## src/rtl/count_mon_pkg.sv

```systemverilog
// rtl/count_mon_pkg.sv - shared defaults and interval type for the zero-event interval monitor

package count_mon_pkg;
   localparam int DEF_DEPTH = 4;
   localparam int DEF_IW    = 8;

   typedef logic [DEF_IW-1:0] intv_t;
endpackage

```

## src/rtl/count_mon_fifo.sv

```systemverilog
// rtl/count_mon_fifo.sv - interval FIFO; simultaneous push and pop both succeed, even when full

module count_mon_fifo
   import count_mon_pkg::*;
#(
   parameter int DEPTH = DEF_DEPTH,
   parameter int W     = DEF_IW
) (
   input  logic         i_clk,
   input  logic         i_rst,
   input  logic         i_push,
   input  logic [W-1:0] i_push_data,
   input  logic         i_pop,
   output logic [W-1:0] o_data,
   output logic         o_full,
   output logic         o_empty
);
   localparam int AW = $clog2(DEPTH);

   logic [W-1:0] r_mem [DEPTH];
   logic [AW:0]  r_wr;
   logic [AW:0]  r_rd;
   logic         w_do_push;
   logic         w_do_pop;

   assign o_empty   = (r_wr == r_rd);
   assign o_full    = (r_wr[AW] != r_rd[AW]) && (r_wr[AW-1:0] == r_rd[AW-1:0]);
   assign w_do_pop  = i_pop && !o_empty;
   // A pop in the same cycle frees the slot, so a push into a full FIFO still lands.
   assign w_do_push = i_push && (!o_full || w_do_pop);
   assign o_data    = o_empty ? '0 : r_mem[r_rd[AW-1:0]];

   always_ff @(posedge i_clk) begin
      if (i_rst) begin
         r_wr <= '0;
         r_rd <= '0;
      end else begin
         if (w_do_push) r_wr <= r_wr + (AW+1)'(1);
         if (w_do_pop)  r_rd <= r_rd + (AW+1)'(1);
      end
   end

   always_ff @(posedge i_clk) begin
      if (w_do_push) r_mem[r_wr[AW-1:0]] <= i_push_data;
   end
endmodule

```

## src/rtl/count_zero_monitor.sv

```systemverilog
// rtl/count_zero_monitor.sv - measures cycles between upstream zero events and queues them
// COUNT_MON_JUMP_CHECK_EN adds the upstream sequence checker driving err_jump.

module count_zero_monitor
   import count_mon_pkg::*;
#(
   parameter int DEPTH = DEF_DEPTH,
   parameter int IW    = DEF_IW
) (
   input  logic          clk,
   input  logic          rst,
   input  logic [3:0]    number,
   input  logic          zero,
   input  logic          set,
   output logic [IW-1:0] intv_data,
   output logic          intv_valid,
   input  logic          intv_ready,
   output logic          fifo_full,
   output logic [IW-1:0] drop_cnt,
   output logic          err_jump
);
   localparam logic [IW-1:0] SAT = '1;

   logic [IW-1:0] r_gap;
   logic          r_armed;
   logic [IW-1:0] r_drop;
   logic          w_push;
   logic          w_drop;
   logic          w_empty;

   assign w_push     = zero && r_armed;
   assign w_drop     = w_push && fifo_full && !intv_ready;
   assign intv_valid = !w_empty;
   assign drop_cnt   = r_drop;

   always_ff @(posedge clk) begin
      if (rst) begin
         r_gap   <= '0;
         r_armed <= 1'b0;
         r_drop  <= '0;
      end else begin
         if (zero) begin
            r_gap   <= IW'(1);
            r_armed <= 1'b1;
         end else if (r_gap != SAT) begin
            r_gap <= r_gap + IW'(1);
         end
         if (w_drop && r_drop != SAT) r_drop <= r_drop + IW'(1);
      end
   end

   count_mon_fifo #(.DEPTH(DEPTH), .W(IW)) u_fifo (
      .i_clk       (clk),
      .i_rst       (rst),
      .i_push      (w_push),
      .i_push_data (r_gap),
      .i_pop       (intv_ready),
      .o_data      (intv_data),
      .o_full      (fifo_full),
      .o_empty     (w_empty)
   );

`ifdef COUNT_MON_JUMP_CHECK_EN
   logic [3:0] r_prev_num;
   logic       r_prev_set;
   logic       r_have_prev;
   logic       r_err;
   logic [3:0] w_exp_num;
   logic       w_seq_err;
   logic       w_zero_err;

   // A load strobe makes the following sample arbitrary, so only the increment check is skipped.
   assign w_exp_num  = r_prev_num + 4'd1;
   assign w_seq_err  = r_have_prev && !r_prev_set && (number != w_exp_num);
   assign w_zero_err = zero != (number == 4'd0);
   assign err_jump   = r_err;

   always_ff @(posedge clk) begin
      if (rst) begin
         r_prev_num  <= '0;
         r_prev_set  <= 1'b0;
         r_have_prev <= 1'b0;
         r_err       <= 1'b0;
      end else begin
         r_prev_num  <= number;
         r_prev_set  <= set;
         r_have_prev <= 1'b1;
         r_err       <= w_seq_err || w_zero_err;
      end
   end
`else
   logic w_unused;

   assign w_unused = ^{set, number};
   assign err_jump = 1'b0;
`endif
endmodule

```

## config.mk

```make
export PLATFORM = sky130hd
export DESIGN_NAME = count_zero_monitor
export DESIGN_NICKNAME = d
export VERILOG_FILES = /design/src/rtl/count_mon_pkg.sv /design/src/rtl/count_mon_fifo.sv /design/src/rtl/count_zero_monitor.sv
export SDC_FILE = /design/constraint.sdc
export NUM_CORES = 1
export LEC_CHECK = 0
export ABC_AREA = 1
export CAP_MARGIN = 20
export CORE_ASPECT_RATIO = 0.6
export CORE_MARGIN = 4
export CORE_UTILIZATION = 61
export CTS_BUF_LIST = sky130_fd_sc_hd__clkbuf_16
export DETAILED_ROUTE_END_ITERATION = 12
export GPL_ROUTABILITY_DRIVEN = 0
export PLACE_DENSITY = 0.85
export SYNTH_ARGS = -nofsm -noshare
export SYNTH_HDL_FRONTEND = slang
export SYNTH_SLANG_ARGS = --single-unit
```

## constraint.sdc

```tcl
create_clock -name clk -period 2.3 [get_ports clk]
set_input_delay 0.46 -clock clk [delete_from_list [all_inputs] [get_ports clk]]
set_output_delay 0.46 -clock clk [all_outputs]
set_load 0.01 [all_outputs]
```

==> metrics.csv <==
stage;metric;value;unit
outcome;outcome;completed;
logic_synthesis;Yosys top cell area share;34.81;%
global_route;first-pass GRT wire length;10.16;mm
cts;hold buffer count at cts;0;
sta;RSZ-0062 raised after global routing;true;
cts;total clock sinks;57;
run;maxcap violations;0;
critical_path;Worst EP required;1840;ps
pwr;Leak;0.001450;µW
critical_path;critical path arrival;1830;ps
global_route;Overflow after GRT;0;
logic_synthesis;sequential fraction of the synthesis area;52.95;%
cts;CTS root buffer;clkbuf_16;
critical_path;crit path kind;reg2out;
logic_synthesis;Synthesized Nets;323;
place;Port Buffer Count;21;
route;detailed-route DRC error count;0;
floorplanning;core area;4234;µm²
cts;clock slew at reported path FFs;50;ps
route;total number of vias;2246;
critical_path;Startpoint Class;flip-flop;
logic_synthesis;Synth Warn #;0;
sta;Period minus WS final;2291;ps
hold_path;HP Class;reg2reg;
cells_and_area;share of cells above drive strength 1;19.08;%
route;Starting DRT DRC Count;199;
cts;CTS H-tree depth;3;
floorplanning;Core Rows;18;
critical_path;crit-path max FO;16;
cells_and_area;most frequent cells in the layout;nand2_1, nor2_1, inv_1;
floorplanning;die area;5700;µm²
floorplanning;Initial Utilization;65.19;%
sta;Achievable Freq;436.5;MHz
place;post-detail-place hpwl;4.116;mm
logic_synthesis;synthesized area per cell;8.991;µm²
cells_and_area;# diodes;0;
cts;CTS tree;built;
floorplanning;chip height;60.11;µm
critical_path;crit end category;output pin;
global_route;number of global-route vias before repair;2205;
sta;crit share post-route;99.60;%
sta;# setup viols final;0;
logic_synthesis;synthesized area;2760;µm²
route;drt wl/cell;15.57;µm
route;post-detailed-routing wire length;6.321;mm
critical_path;reg2reg setup slack;700;ps
floorplanning;# IOs;28;
logic_synthesis;Syn Inst Count;307;
pwr;maximum vdd drop;0.4838;mV
global_route;initial antenna violation count;0;
sta;Worst Skew;4.984;ps
logic_synthesis;largest area contributor in the netlist;edfxtp_1;
cells_and_area;most common cell after layout, fill and taps aside;nand2_1;
global_route;pin count of the biggest net entering global routing;17;
route;vias per cell;5.532;
global_route;Global Route Usage Sum;24.26;%
pwr;P per Cell Area;813.7;nW/µm²
sta;Final Hold Viols;0;
cells_and_area;Area growth syn-to-layout;24.34;%
cts;clock buffer depth;2;
floorplanning;DIE WIDTH;94.84;µm
cts;CTS Buf Count;9;
cells_and_area;fin nets;357;
route;Pre-antenna DRT Iters;4;
place;placed instance count;388;
logic_synthesis;Yosys cell types;33;
logic_synthesis;Synth Register Bits;57;
cts;clk_lat worst skew;320;ps
logic_synthesis;largest cells by area after synthesis;edfxtp_1, dfxtp_1, nand2_1;
sta;Max Slew Vio Count;0;
cells_and_area;non-filler cells, final;406;
route;ANT nets after route;0;
sta;Post-Route Setup TNS;0;ps
[layout make-up]
class,instances,area [µm²]
sequential,57,1481
multi-input combinational,201,1145
fill,255,802.0
timing repair buffer,30,286.5
clock buffer,9,225.2
inverter,42,165.2
tap,60,75.07
clock inverter,7,53.80
[report_power, final]
| group | switching (µW) | leakage (µW) | internal, µW |
|---|---|---|---|
| logic | 231 | 0.000786 | 178 |
| clock network | 415 | 0.000144 | 813 |
| registers | 52.6 | 0.000519 | 1100 |
| total | 699 | 0.00145 | 2090 |
[repair_timing]
item | in CTS | in global routing
buffers inserted | 1 | 1
pin swaps | 1 | 2
setup endpoints to repair | 9 | 8
resized for setup | 13 | 14
[cell families after synthesis]
logic type	share of synthesized area, %
xor gates and xnor gates	1.587
adders and majority gates	3.173
DFF	52.95
AOI/OAI and AO/OA	8.750
buffers and inverters	7.434
other	0.1359
and+or+nand+nor	25.97
[sequential cells by signal, summed over array words and instances, names as in the netlist, named ones only]
signal and count:
drop_cnt 8, r_armed 1, r_gap 8, u_fifo.r_mem 32
u_fifo.r_rd 3, u_fifo.r_wr 3
[stage by stage]
stage | setup WS (ps) | util, % | cell area (µm²) | hold slack (ps) | power (µW)
6_report | 9.170 | 81.06 | 3432 | 502.3 | 2793
5_1_grt | -61.48 | 81.06 | 3432 | 514.3 | 2900
4_1_cts | -22.64 | 79.52 | 3367 | 504.3 | 2768
3_5_place_dp | -19.22 | 72.04 | 3050 | 470.4 | 1522
3_3_place_gp | 78.71 | 72.04 | 3050 | 450.1 | 1505
2_1_floorplan | 783.7 | - | 2760 | 437.8 | 1394
[layer usage]
| layer | global-route usage (%) | wire length [µm] |
|---|---|---|
| met1 | 31.65 | 2895 |
| met3 | 8.805 | 371 |
| met5 | 0 | 0 |
| met4 | 6.571 | 97 |
| met2 | 38.58 | 2956 |
[Yosys cell counts]
| cell type | number |
|---|---|
| xor2_1 | 5 |
| nor2_8 | 1 |
| o32ai_1 | 8 |
| nand2_4 | 2 |
| nand3_1 | 17 |
| ha_1 | 7 |
| inv_1 | 34 |
| a21oi_2 | 2 |
| nand2_2 | 10 |
| nand3_2 | 2 |
| a31oi_1 | 1 |
| dfxtp_1 | 25 |
| nor3_1 | 1 |
| nand4_1 | 2 |
| nor2_4 | 3 |
| nand2_1 | 56 |
| conb_1 | 1 |
| inv_2 | 8 |
| nand3b_1 | 1 |
| buf_2 | 1 |
| a21oi_1 | 12 |
| o21ai_0 | 14 |
| nor2_2 | 2 |
| nor3_2 | 1 |
| o21ai_1 | 2 |
| nor2_1 | 48 |
| buf_4 | 3 |
| buf_6 | 1 |
| nand3_4 | 2 |
| clkbuf_2 | 1 |
| edfxtp_1 | 32 |
| o211ai_1 | 1 |
| clkbuf_1 | 1 |
[worst paths after layout]
kind                                     from                      endpoint  cells after the start
setup / recovery                    flip-flop                  intv_data[6]                      6
hold / removal    u_fifo.r_wr[2]$_SDFFE_PP0P_   u_fifo.r_wr[2]$_SDFFE_PP0P_                      2
setup reg to reg  u_fifo.r_wr[1]$_SDFFE_PP0P_  u_fifo.r_mem[3][3]$_DFFE_PP_                      9
hold reg to reg   u_fifo.r_wr[2]$_SDFFE_PP0P_   u_fifo.r_wr[2]$_SDFFE_PP0P_                      2
[critical path: stages, from the launching register on]
cell and delay (ps):
dfxtp_4 460, buf_4 160, nor2_1 50, o32ai_1 350, nand2_1 110, inv_1 90
dlygate4sd2_1 290
Note: power is estimated with default switching activity, not from simulation.
